## config.mk

```make
export PLATFORM = sky130hd
export DESIGN_NAME = fetch_queue
export DESIGN_NICKNAME = d
export VERILOG_FILES = /design/src/rtl/fetch_queue.sv
export SDC_FILE = /design/constraint.sdc
export NUM_CORES = 1
export LEC_CHECK = 0
export CAP_MARGIN = 20
export CORE_UTILIZATION = 62
export CTS_CLUSTER_SIZE = 14
export DETAILED_ROUTE_END_ITERATION = 16
export HOLD_SLACK_MARGIN = 0.03
export PLACE_DENSITY_LB_ADDON = 0.12
export SYNTH_ARGS = -nofsm -noshare
export SYNTH_HDL_FRONTEND = slang
export SYNTH_SLANG_ARGS = --single-unit
```

## constraint.sdc

```tcl
create_clock -name clk -period 18.49 [get_ports clk]
set_input_delay 5.547 -clock clk [delete_from_list [all_inputs] [get_ports clk]]
set_output_delay 5.547 -clock clk [all_outputs]
set_load 0.03 [all_outputs]
```

## src/rtl/fetch_queue.sv

```systemverilog
// fetch_queue: 2-wide in-order packet queue between fetch and decode with sticky protocol-error flag
module fetch_queue #(
    parameter int DEPTH       = 8,
    parameter int PACKET_SIZE = 65,
    parameter int INSTR_COUNT = 2
) (
    input  logic                               clk,
    input  logic                               rst,
    input  logic                               flush_i,
    input  logic [INSTR_COUNT-1:0]             enq_valid_i,
    input  logic [INSTR_COUNT*PACKET_SIZE-1:0] enq_data_i,
    output logic                               ready_o,
    output logic [INSTR_COUNT-1:0]             deq_valid_o,
    output logic [INSTR_COUNT*PACKET_SIZE-1:0] deq_data_o,
    input  logic [INSTR_COUNT-1:0]             deq_pop_i,
    output logic [$clog2(DEPTH+1)-1:0]         count_o,
    output logic                               err_o
);
    localparam int PW = $clog2(DEPTH);
    localparam int CW = $clog2(DEPTH + 1);
    logic [PACKET_SIZE-1:0] mem [DEPTH];
    logic [PW-1:0] head, tail;
    logic [CW-1:0] count, n_enq, n_deq;
    logic err, enq_ok, enq_fire, enq_err, pop_ok, pop_err;
    always_comb begin
        ready_o     = count <= CW'(DEPTH - 2);
        deq_valid_o = {count >= CW'(2), count >= CW'(1)};
        deq_data_o  = {mem[head + PW'(1)], mem[head]};
        count_o     = count;
        err_o       = err;
        enq_ok      = enq_valid_i == 2'b01 || enq_valid_i == 2'b11;
        enq_fire    = !flush_i && ready_o && enq_ok;
        enq_err     = !flush_i && enq_valid_i != 2'b00 && !(ready_o && enq_ok);
        pop_ok      = (deq_pop_i == 2'b01 && deq_valid_o[0]) || (deq_pop_i == 2'b11 && deq_valid_o[1]);
        pop_err     = !flush_i && deq_pop_i != 2'b00 && !pop_ok;
        n_enq       = enq_fire ? (enq_valid_i[1] ? CW'(2) : CW'(1)) : CW'(0);
        n_deq       = (!flush_i && pop_ok) ? (deq_pop_i[1] ? CW'(2) : CW'(1)) : CW'(0);
    end
    always_ff @(posedge clk) begin
        if (rst) begin
            head  <= '0;
            tail  <= '0;
            count <= '0;
            err   <= 1'b0;
        end else if (flush_i) begin
            head  <= '0;
            tail  <= '0;
            count <= '0;
        end else begin
            head  <= head + PW'(n_deq);
            tail  <= tail + PW'(n_enq);
            count <= count + n_enq - n_deq;
            if (enq_err || pop_err) err <= 1'b1;
        end
    end
    // Storage is deliberately left unreset; only pointers and count define validity.
    always_ff @(posedge clk) begin
        if (enq_fire && !rst) begin
            mem[tail] <= enq_data_i[PACKET_SIZE-1:0];
            if (enq_valid_i[1]) mem[tail + PW'(1)] <= enq_data_i[2*PACKET_SIZE-1:PACKET_SIZE];
        end
    end
endmodule

```

== Word level (Yosys, flattened, before mapping) ==
Memories as Yosys holds them, arrays and structs flattened. A register that Yosys moved wholly into a read port is not among the register bits.
Index checks and enable logic that the tools add are counted.
Storage, ports and cells
  memories: 1
  output and inout bits: 138
  RAM bits: 520
  input bits: 137
  register bits after elaboration: 11
  word-level logic and storage cells: 51
Cells by class
  bitwise operators: 1
  muxes and demuxes: 10
  equality and inequality tests: 4
  reductions and logical operators: 22
  add/subtract/negate cells: 6
  magnitude comparators: 3
Memory list
  mem: depth 8, width 65, rd ports 2, clocked after Yosys merged registers in 1, wr ports 2, line 21  | logic [PACKET_SIZE-1:0] mem [DEPTH];
Operator list (count)
  logical AND 1 bit: 11
  two-way mux 2 bit: 4
  adder 3 x 1 -> 3 bit, second input constant: 2
  adder 3 x 2 -> 3 bit: 2
  two-way mux 1 bit: 5
  adder 4 x 2 -> 4 bit: 1
  equality test 2 x 1 -> 1 bit, second input constant: 2
  equality test 2 bit, second input constant: 2
  greater-or-equal comparator 4 x 1 -> 1 bit, second input constant: 1
  greater-or-equal comparator 4 x 2 -> 1 bit, second input constant: 1
  <= comparator 4 x 3 -> 1 bit, second input constant: 1
  logical NOT 1 bit: 4
  nonzero test 2 bit: 2
  subtractor 4 x 2 -> 4 bit: 1
  logical OR 1 bit: 3
  two-way mux 3 bit: 1
  AND reduction 2 bit: 1
  OR reduction 2 bit: 1
  NOT 1 bit: 1

== Logic depth before layout (Yosys ltp) ==
  depth in word-level cells: 7
  mapped depth: 14

== Worst setup path after synthesis ==
OpenSTA, ideal clock, no wires.
  path type: input to register
  from: in flush_i
  to: mem mem[4][0] (enable)
  required time: 18002 ps
  slack: 8817 ps
  arrival: 9185 ps
  library setup time: 488 ps
  stages: 5
  cells stage by stage: buf_2 or2_2 clkbuf_1 o32a_1 nor2_1
RTL lines
  from (decl): line 9  | input logic flush_i,
  to (decl): line 21

== Final worst setup path ==
  from: reg head[0]
  to: out deq_data_o[113]
On the way
  longest elaborated chain between the ends: 2
RTL lines
  from (decl): line 22  | logic [PW-1:0] head, tail;
  from (signal assigned): line 50  | head <= head + PW'(n_deq);
  adder 3 x 1 -> 3 bit: line 28  | deq_data_o = {mem[head + PW'(1)], mem[head]};
  memory read (8 x 65 bit)
  to (decl): line 14  | output logic [INSTR_COUNT*PACKET_SIZE-1:0] deq_data_o,
No other way between the ends.

==> impl_metrics.py <==
metrics = {
    "yosys": {
        "syn_area_um2": 31250,
        "ys_seq_area_share_pct": 50.67,
        "netlist_instances": 1675,
        "netlist.area_leader.share_pct": 49.96,
        "avgSynthCellArea_um2": 18.66,
        "synth_flop_cell": "edfxtp_1",
        "ys_seq_elements": 531,
        "synth-edff-count": 520,
        "synth-async-reset-ratio_pct": 0,
        "yosysTopAreaCell": "edfxtp_1",
        "yosysWarnings": 0,
        "synth_area_leaders": "edfxtp_1, mux4_2, mux2_2",
        "synth_nets": 1826,
        "ys_types": 40,
    },
    "drt": {
        "wl_per_cell_um": 30.53,
        "detail-route-antenna-nets": 0,
        "dr.first_iter.drc_count": 1642,
        "first_pass_iters": 6,
        "vias": 17857,
        "drt_wl_total_um": 80030,
        "avgViaCountPerCell": 6.813,
        "drc": 0,
    },
    "layout": {
        "synthToLayoutAreaGrowth_pct": 15.68,
        "final_common_cell": "edfxtp_1",
        "drive_gt1_share_pct": 53.48,
        "fin_nets": 2062,
        "final_cell_mix": "edfxtp_1, mux2_2, clkdlybuf4s50_1",
    },
    "worst_setup_path": {
        "worst_path_most_repeated_cell": "buf_4",
        "worstPathCellList": "buf_4, buf_4, buf_4, mux4_2, mux2_2, clkdlybuf4s50_1",
        "critPathCaptureType": "primary output",
        "cp_max_fo": 58,
        "slowest_delay_ns": 0.84,
        "cpMaxStageDelayCell": "dfxtp_4",
        "arrival_ns": 4.90,
        "required_ns": 12.94,
        "crit_path_start_kind": "flip-flop",
        "worst-setup-path-type": "reg -> out",
    },
    "cts": {
        "clock-sinks": 531,
        "cts_buffer_depth": 3,
        "hold_buffers": 0,
        "cts-root-buf": "clkbuf_16",
        "clk_latency_ns": 0.61,
        "postCtsResizedCells": 0,
        "post_cts_buffers": 0,
        "cts_buffers": 55,
        "h-tree-depth": 2,
        "tritoncts": "yes",
        "clk_pin_slew_worst_paths_ns": 0.06,
    },
    "global_route": {
        "antenna_found_initial": 15,
        "grt_max_degree": 115,
        "grt_first_pass_wirelength_um": 117400,
        "grt_pass1_vias": 18690,
        "grt_usage_pct": 31.64,
        "overflow": 0,
    },
    "power_and_ir_drop": {
        "switchingPower_uw": 618.4,
        "seqPwrFrac_pct": 50.1,
        "irDropWorstVdd_mv": 0.06338,
        "p_leak_uw": 0.01204,
        "switching_share_pct": 23.04,
        "powerDensity_nw_per_um2": 74.23,
        "combinationalPowerShare_pct": 12.0,
        "p_int_uw": 2065,
        "pwr-share-clk_pct": 37.9,
    },
    "sta": {
        "relSlewSlack_pct": 21.25,
        "final.setup.tns_ns": 0,
        "finalCriticalPeriod_ns": 10.45,
        "rsz0062_at_grt": "false",
        "worst_slack_ns": 8.043,
        "slew_violations": 0,
        "fin_skew_ns": 0.02052,
        "fmax_mhz": 95.72,
        "hold_viol_final": 0,
        "fin_crit_sh_pct": 56.50,
        "max_slew.worst_pin.slew_ns": 1.181,
        "setup_viol": 0,
    },
    "die": {
        "die_y_um": 226.5,
        "chipWidth_um": 226.5,
        "die_area_um2": 51310,
        "core_area_um2": 49360,
        "io_pins": 275,
        "initial_core_util_pct": 63.32,
        "fp-row-count": 81,
    },
    "run_status": {
        "status": "complete, no violations",
    },
    "place": {
        "dp_slack_ns": 7.982,
        "place_congestion": 0.8316,
        "portBuffers": 274,
        "hpwlAfterDp_um": 44630,
    },
    "job": {
        "maxCapViolCount": 0,
    },
    "worst_hold_path": {
        "min_path_type": "reg -> reg",
    },
}
flip-flops by register name (all words and copies together), names as in the netlist:
register / cells
head: 3
tail: 3
err_o: 1
count_o: 4
mem: 520
per-layer routing:
metal / wire (um) / share of wire (%) / track usage [%]
met2: 40470 / 51 / 53.26
met5: 128 / 0.16 / 0
met4: 1765 / 2.2 / 9.416
met3: 6900 / 8.6 / 6.622
met1: 30760 / 38 / 41.58
kinds of logic after synthesis:
| group | count (synthesis) | share of synthesized area [%] |
|---|---|---|
| and+or+nand+nor | 51 | 0.9128 |
| xor gates and xnor gates | 7 | 0.1962 |
| buffers and inverters | 146 | 2.602 |
| DFF | 531 | 50.67 |
| adders and majority gates | 14 | 0.6566 |
| AOI/OAI and AO/OA | 15 | 0.3763 |
| muxes | 911 | 44.59 |
synthesized netlist by cell type (3+ instances only):
cell type,n
buf_2,56
ha_1,10
nand2_1,7
fa_1,4
xor2_1,3
mux2_4,200
dfxtp_1,11
and2_1,5
or3_1,5
clkbuf_1,33
edfxtp_1,520
buf_4,8
buf_1,14
nand3_1,4
buf_6,22
mux2_2,450
nor3_1,4
xnor2_1,4
inv_1,13
mux4_2,260
nor2_1,15
power by group through the flow:
stage	clock network, uW	registers, uW	logic, uW
2_1_floorplan	0	1370	193
3_3_place_gp	0	1370	311
3_5_place_dp	0	1370	319
4_1_cts	1030	1350	321
5_1_grt	1070	1350	339
6_report	1020	1350	322
worst max-delay path, delay by kind of cell (launching register included):
kind | cells | cell delay (ns)
mux | 2 | 0.87
buf+inv | 4 | 2.46
flops | 1 | 0.84
final timing paths:
check	startpoint	end	slack (ns)	cells past startpoint
setup / recovery	head[0]	deq_data_o[113]	8.04	6
hold / removal	err_o	err_o	0.50	2
setup reg to reg	count_o[3]	mem[1][13]	14.91	8
hold reg to reg	err_o	err_o	0.50	2
per-stage QoR:
| stage | utilization [%] | area, um2 | hold slack, ns | instances | total power (uW) |
|---|---|---|---|---|---|
| floorplan | - | 31250 | 0.5750 | 1675 | 1563 |
| global placement | 69.88 | 34490 | 0.4849 | 2516 | 1680 |
| detailed placement | 69.88 | 34490 | 0.4949 | 2516 | 1689 |
| CTS | 73.12 | 36090 | 0.5060 | 2614 | 2692 |
| global route | 73.25 | 36150 | 0.5288 | 2620 | 2753 |
| finish | 73.25 | 36150 | 0.4973 | 2621 | 2684 |
area by class of cell:
cell class / count / area, um2
fillers: 3041 / 13200
clock buffers: 71 / 1479
inverters: 13 / 48.80
well taps: 664 / 830.8
diodes: 5 / 12.51
repair buffers: 312 / 3080
multi-input cells: 998 / 14740
clock inverters: 27 / 120.1
flip-flops and latches: 531 / 15850
Power figures use the tool's default switching activity.
